[src/rtl/ps2_key_decoder.sv]
// ---------------------------------------------------------------------------
// ps2_key_decoder
//   Receives PS/2 Set-2 scan codes from the keyboard pins and maintains a live
//   held/released bitmap of six game keys for the sprite renderer. The last
//   good byte and a frame-error strobe are exposed for debug.
//
// Ports
//   i_clk          system clock, the only clock in the block
//   i_reset        synchronous reset, active low
//   i_ps2_clk      raw PS/2 clock pin (asynchronous)
//   i_ps2_data     raw PS/2 data pin (asynchronous)
//   o_key_status   [0]=W 1D [1]=A 1C [2]=S 1B [3]=D 23 [4]=Space 29 [5]=Esc 76
//   o_scan_code    last correctly received byte
//   o_scan_valid   one-cycle pulse when o_scan_code is updated
//   o_frame_err    one-cycle pulse on parity, stop or timeout error
//
// Rx FSM states
//   state    | meaning
//   S_IDLE   | bus idle, waiting for a start bit (data=0 on a falling edge)
//   S_DATA   | shifting in 8 data bits, LSB first
//   S_PARITY | capturing the odd-parity bit
//   S_STOP   | checking stop bit and parity, then back to idle
// ---------------------------------------------------------------------------
module ps2_key_decoder #(
    parameter int TIMEOUT_CYCLES = 50000,
    parameter int TO_W           = 16
) (
    input  logic       i_clk,
    input  logic       i_reset,
    input  logic       i_ps2_clk,
    input  logic       i_ps2_data,
    output logic [5:0] o_key_status,
    output logic [7:0] o_scan_code,
    output logic       o_scan_valid,
    output logic       o_frame_err
);

    typedef enum logic [1:0] {
        S_IDLE   = 2'd0,
        S_DATA   = 2'd1,
        S_PARITY = 2'd2,
        S_STOP   = 2'd3
    } state_t;

    localparam logic [TO_W-1:0] TO_LAST = TO_W'(TIMEOUT_CYCLES - 1);

    state_t          r_state;
    state_t          w_state_nxt;

    logic            r_clk_s1;
    logic            r_clk_s2;
    logic            r_clk_prev;
    logic            r_dat_s1;
    logic            r_dat_s2;

    logic [2:0]      r_bit_cnt;
    logic [7:0]      r_shift;
    logic            r_parity;
    logic [TO_W-1:0] r_to_cnt;
    logic            r_brk;
    logic            r_ext;

    logic            w_fall;
    logic            w_timeout;
    logic            w_stop_eval;
    logic            w_frame_good;
    logic            w_frame_bad;
    logic [5:0]      w_key_mask;

    // Two-stage synchronisers; reset to the idle bus level so that releasing
    // reset never looks like a falling edge.
    always_ff @(posedge i_clk) begin
        if (!i_reset) begin
            r_clk_s1   <= 1'b1;
            r_clk_s2   <= 1'b1;
            r_clk_prev <= 1'b1;
            r_dat_s1   <= 1'b1;
            r_dat_s2   <= 1'b1;
        end else begin
            r_clk_s1   <= i_ps2_clk;
            r_clk_s2   <= r_clk_s1;
            r_clk_prev <= r_clk_s2;
            r_dat_s1   <= i_ps2_data;
            r_dat_s2   <= r_dat_s1;
        end
    end

    assign w_fall       = r_clk_prev & ~r_clk_s2;
    // A falling edge in the same cycle as terminal count counts as activity.
    assign w_timeout    = (r_state != S_IDLE) && !w_fall && (r_to_cnt == TO_LAST);
    assign w_stop_eval  = w_fall && (r_state == S_STOP);
    assign w_frame_good = w_stop_eval && r_dat_s2 && (^{r_shift, r_parity});
    assign w_frame_bad  = (w_stop_eval && !w_frame_good) || w_timeout;

    always_ff @(posedge i_clk) begin
        if (!i_reset) begin
            r_state <= S_IDLE;
        end else begin
            r_state <= w_state_nxt;
        end
    end

    always_comb begin
        w_state_nxt = r_state;
        if (w_timeout) begin
            w_state_nxt = S_IDLE;
        end else if (w_fall) begin
            case (r_state)
                S_IDLE:   if (!r_dat_s2) w_state_nxt = S_DATA;
                S_DATA:   if (r_bit_cnt == 3'd7) w_state_nxt = S_PARITY;
                S_PARITY: w_state_nxt = S_STOP;
                S_STOP:   w_state_nxt = S_IDLE;
                default:  w_state_nxt = S_IDLE;
            endcase
        end
    end

    always_comb begin
        w_key_mask = 6'b000000;
        case (r_shift)
            8'h1D:   w_key_mask = 6'b000001;
            8'h1C:   w_key_mask = 6'b000010;
            8'h1B:   w_key_mask = 6'b000100;
            8'h23:   w_key_mask = 6'b001000;
            8'h29:   w_key_mask = 6'b010000;
            8'h76:   w_key_mask = 6'b100000;
            default: w_key_mask = 6'b000000;
        endcase
    end

    always_ff @(posedge i_clk) begin
        if (!i_reset) begin
            r_bit_cnt    <= 3'd0;
            r_shift      <= 8'h00;
            r_parity     <= 1'b0;
            r_to_cnt     <= '0;
            r_brk        <= 1'b0;
            r_ext        <= 1'b0;
            o_key_status <= 6'b000000;
            o_scan_code  <= 8'h00;
            o_scan_valid <= 1'b0;
            o_frame_err  <= 1'b0;
        end else begin
            o_scan_valid <= 1'b0;
            o_frame_err  <= 1'b0;

            if ((r_state == S_IDLE) || w_fall || w_timeout) begin
                r_to_cnt <= '0;
            end else begin
                r_to_cnt <= r_to_cnt + TO_W'(1);
            end

            if (w_fall) begin
                case (r_state)
                    S_IDLE: r_bit_cnt <= 3'd0;
                    S_DATA: begin
                        r_shift[r_bit_cnt] <= r_dat_s2;
                        r_bit_cnt          <= r_bit_cnt + 3'd1;
                    end
                    S_PARITY: r_parity <= r_dat_s2;
                    default: ;
                endcase
            end

            if (w_frame_good) begin
                o_scan_code  <= r_shift;
                o_scan_valid <= 1'b1;
                if (r_shift == 8'hF0) begin
                    r_brk <= 1'b1;
                end else if (r_shift == 8'hE0) begin
                    r_ext <= 1'b1;
                end else begin
                    // Extended codes share byte values with the game keys, so
                    // they must never touch the bitmap.
                    if (!r_ext) begin
                        if (r_brk) begin
                            o_key_status <= o_key_status & ~w_key_mask;
                        end else begin
                            o_key_status <= o_key_status | w_key_mask;
                        end
                    end
                    r_brk <= 1'b0;
                    r_ext <= 1'b0;
                end
            end

            if (w_frame_bad) begin
                o_frame_err <= 1'b1;
                r_brk       <= 1'b0;
                r_ext       <= 1'b0;
            end
        end
    end

endmodule

[config.mk]
export PLATFORM = sky130hd
export DESIGN_NAME = ps2_key_decoder
export DESIGN_NICKNAME = d
export VERILOG_FILES = /design/src/rtl/ps2_key_decoder.sv
export SDC_FILE = /design/constraint.sdc
export NUM_CORES = 1
export LEC_CHECK = 0
export ABC_AREA = 1
export CORE_AREA = 2 2 80 82
export CTS_CLUSTER_SIZE = 40
export DETAILED_ROUTE_END_ITERATION = 8
export DIE_AREA = 0 0 82 84
export GPL_TIMING_DRIVEN = 0
export HOLD_SLACK_MARGIN = 0.15
export MAX_ROUTING_LAYER = met4
export PLACE_DENSITY = 0.67
export RECOVER_POWER = 50
export SETUP_SLACK_MARGIN = 0.5
export SLEW_MARGIN = 20
export SYNTH_ARGS = -nofsm -noshare
export SYNTH_HDL_FRONTEND = slang
export SYNTH_SLANG_ARGS = --single-unit
[constraint.sdc]
create_clock -name i_clk -period 2.96 [get_ports i_clk]
set_clock_uncertainty 0.15 [all_clocks]
set_input_delay 0.444 -clock i_clk [delete_from_list [all_inputs] [get_ports i_clk]]
set_output_delay 0.444 -clock i_clk [all_outputs]
set_load 0.005 [all_outputs]
# --- After elaboration in Yosys (flattened, before gate mapping) ---
# Index checks and enable logic that the tools add are counted.
totals:
  reg_bits: 53
  in_bits: 4
  out_inout_bits: 16
  elab_cells: 85
op_classes:
  n_addsub: 2
  order_cmp: 2
  n_eq_ne: 16
  mux: 14
  bitwise: 9
  n_reduce_logical: 26
op_table:
  columns: ["cell", "n"]
  rows:
  - ["$pmux W6 S6", 1]
  - ["$eq A8 B5 Y1 const B", 3]
  - ["$add A16 B1 Y16 const B", 1]
  - ["$eq A16 B16 Y1 const B", 1]
  - ["$eq A8 B6 Y1 const B", 2]
  - ["$eq A8 B8 Y1 const B", 2]
  - ["$reduce_and A2 Y1", 5]
  - ["$reduce_xor A9 Y1", 1]
  - ["$bwmux W8", 1]
  - ["$eq A8 B7 Y1 const B", 1]
  - ["$pmux W2 S4", 1]
  - ["$logic_and A1 B1 Y1", 7]
  - ["$and A6 B6 Y6", 1]
  - ["$mux W1", 6]
  - ["$mux W6", 1]
  - ["$ne A2 B2 Y1 const B", 3]
  - ["$not A6 Y6", 1]
  - ["$or A6 B6 Y6", 1]
  - ["$pmux W3 S2", 1]
  - ["$reduce_or A2 Y1", 3]
  - ["$not A1 Y1", 5]
  - ["$eq A2 B2 Y1 const B", 2]
  - ["$lt A3 B4 Y1 const B", 1]
  - ["$mux W2", 2]
  - ["other kinds (12)", 16]

# --- Depth between registers and ports, before layout ---
depth:
  word_depth: 9
  depth_mapped: 16
  depth_no_buf: 14

# --- Worst setup path before layout ---
# No wires, ideal clock.
synth_timing:
  kind: "flip-flop to flip-flop"
  start: "register r_to_cnt[0]"
  end: "register r_to_cnt[13]"
  setup_ns: 0.115
  arrival_ns: 1.371
  t_required_ns: 2.695
  slack_ns: 1.324
  path_stages_with_launch: 8
  path_buffers: 0
  synth_period_minus_slack_ns: 1.636
  path_cell_list: "dfxtp_1 > and3_1 > nand2_1 > nor3_1 > nand3_1 > nor3_1 > a21oi_1 > o21a_1"
synth_via:
  elab_chain_cells: 4
  elab_cells_between_ends: 5
  cone_classes: "add/sub (1); eq/ne (1); reduce/logical (3)"
synth_rtl:
  columns: ["item", "line", "rtl"]
  rows:
  - ["start: declaration", "59", "logic [TO_W-1:0] r_to_cnt;"]
  - ["start signal: assignment", "150", "r_to_cnt <= r_to_cnt + TO_W'(1);"]
  - ["branches (longest 4 deep; another with $add A16 B1 Y16)", null, null]
# Several ways; the timed one is not identified.
# A chain may end at the register's enable or synchronous reset.

==> qor.yml <==
worst_setup_path:
  cp_max_fo: 10
  start_kind: "primary input"
  crit_required_ns: 3.05
  worstSetupEndpointType: "flop"
  crit_top_cell: "clkbuf_1"
  slowest_delay_ns: 0.56
  critPathTopFamily: "buffers and inverters"
  crit_path_cell_trace: "dlygate4sd3_1 -> clkbuf_1 -> clkbuf_1 -> o21ai_0 -> a21oi_1"
  slowest_stage: "dlygate4sd3_1"
  worstSetupPathType: "primary input to flop"
  critical_path_cell_count: 5
  worstPathArrival_ns: 2.10
  r2r_cells: 9
  r2r_start: "r_to_cnt[0]"
  path_buf_inv: 3
  cp-startpoint: "i_reset"
global_routing:
  grt_max_degree: 17
  grt_overflow_total: 0
  antenna_found_initial: 0
  grt_pass1_wl_mm: 9.025
  grt_pass1_vias: 2148
  gr-usage-all-layers_pct: 16.85
route:
  drt-total-wl_mm: 5.161
  drcViolationCount: 0
  dr.first_iter.drc_count: 81
  via_per_inst: 4.832
  routedWlPerCell_um: 10.71
  vias: 2329
  final_antenna_net_count: 0
  dr.pass1.iters: 4
clocking:
  cts_inserted_buffers: 5
  cts.sinks: 53
  post_cts_buffers: 0
  ctsResizeCount: 0
  clk_pin_slew_worst_paths_ns: 0.09
  cts_tree: "yes"
  holdBufCountCts: 0
  cts_root_buf: "clkbuf_8"
  cts_buffer_depth: 2
  cts_max_level: 2
  worstSkewPairLatency_ns: 0.31
floorplanning:
  die_area_mm2: 0.006888
  die_height_um: 84
  start_util_pct: 42.98
  ios: 20
  die_w_um: 82
  core_mm2: 0.006096
  placementRows: 29
layout:
  area_growth_pct: 15.19
  nets: 415
  drive_gt1_share_pct: 6.667
  diodes: 0
yosys:
  postSynthAreaPerCell_um2: 6.931
  synthArstFlopShare_pct: 0
  synth-edff-count: 0
  synth.top_cells.by_count: "79 x nand2_1, 55 x inv_1, 53 x dfxtp_1, 42 x nor2_1, 29 x a21oi_1"
  ys_seq_area_share_pct: 40.50
  yosysTopAreaCell: "dfxtp_1"
  ys_top_cells_by_area: "dfxtp_1 40%, nand2_1 11%, inv_1 7.9%, nor2_1 6.0%, a21oi_1 5.5%"
  ys.flop_type: "dfxtp_1"
  syn_nets: 389
  ys_warn_count: 0
  ys_ff_latch: 53
  synth.distinct_cells: 29
  netlist_instances: 378
  yosys.area.top_type_share_pct: 40.50
  syn_area_mm2: 0.002620
  yosysMostFrequentCell: "nand2_1"
timing:
  fin_tns_setup_ns: 0
  relSlewSlack_pct: 69.01
  tightest_slew_ns: 0.4606
  fmax_mhz: 498.6
  hold_viol: 0
  setup_viol: 0
  setup_slack_ns: 0.9543
  finalMaxSlewViolations: 0
  grt_setup_unrepaired: "no"
  fin_crit_ns: 2.006
  min_period_over_period_pct: 67.76
pwr:
  peakVddDrop_uv: 216.8
  power_density_mw_per_mm2: 407.5
  leakagePower_uw: 0.001275
hold_path:
  hold_depth: 1
  hold_path.class: "flop to flop"
  holdCritStartpoint: "r_clk_s1"
status:
  status: "finished, final reports clean"
placed_design:
  place_hpwl_mm: 3.958
  place_worst_setup_slack_ns: 0.6877
  numPortBuffers: 19
  place_congestion: 0.8927
job:
  drv_cap: 0
==> final cells by class <==
cell class	count	area, µm²
fill	622	3078
timing repair buffer	19	190.2
sequential	53	1061
multi-input combinational	256	1280
tap	77	96.34
buffer	9	53.80
inverter	60	225.2
clock inverter	2	38.79
clock buffer	6	72.57
==> cell usage in the layout (no fill, tap or decap), drive strengths merged, types with 4 or more instances in the layout <==
master and n:
nand2 82, inv 60, dfxtp 53, nor2 44
a21oi 29, nand3 21, o21ai 19, dlygate4sd3 17
nand4 15, nor3 12, clkbuf 11, nor4 9
ha 7, or2 5, o21a 4, buf 4
==> report_power, final <==
group	internal [µW]	total [µW]	switching, µW
clock network	254	488	234
logic	9.26	25.4	16.1
registers	716	717	1.16
==> kinds of logic after synthesis <==
| kind of cell | after synthesis | synth area share [%] |
|---|---|---|
| fa+ha+maj | 7 | 3.343 |
| buf+inv | 69 | 10.65 |
| compound gates | 54 | 10.84 |
| simple gates | 192 | 33.67 |
| flops | 53 | 40.50 |
| xor+xnor | 3 | 1.003 |
==> per-stage QoR <==
stage / hold slack [ns] / cells / total power [µW] / utilization, % / instance area, µm²
global route: 0.2927 / 482 / 1284 / 49.51 / 3018
finish: 0.2686 / 482 / 1230 / 49.51 / 3018
CTS: 0.2740 / 482 / 1249 / 49.51 / 3018
detailed placement: 0.2498 / 474 / 759.5 / 47.68 / 2907
floorplan: 0.2417 / 378 / 749.6 / - / 2620
global placement: 0.2453 / 474 / 759.1 / 47.68 / 2907
==> routing by layer <==
metal | share of wire, % | track usage (%) | routed length (µm)
met1 | 49 | 21.02 | 2541
met2 | 46 | 26.61 | 2355
met3 | 3.9 | 4.004 | 199
met4 | 1.3 | 5.455 | 65
met5 | 0 | - | 0
==> path summary, 6_finish.rpt <==
kind                                  endpoint  slack (ns)
worst min-delay path                  r_clk_s2        0.27
worst max register to register    r_to_cnt[14]        1.00
worst max-delay path            o_scan_code[7]        0.95
worst min register to register        r_clk_s2        0.27
(Power assumes the default switching activity.)
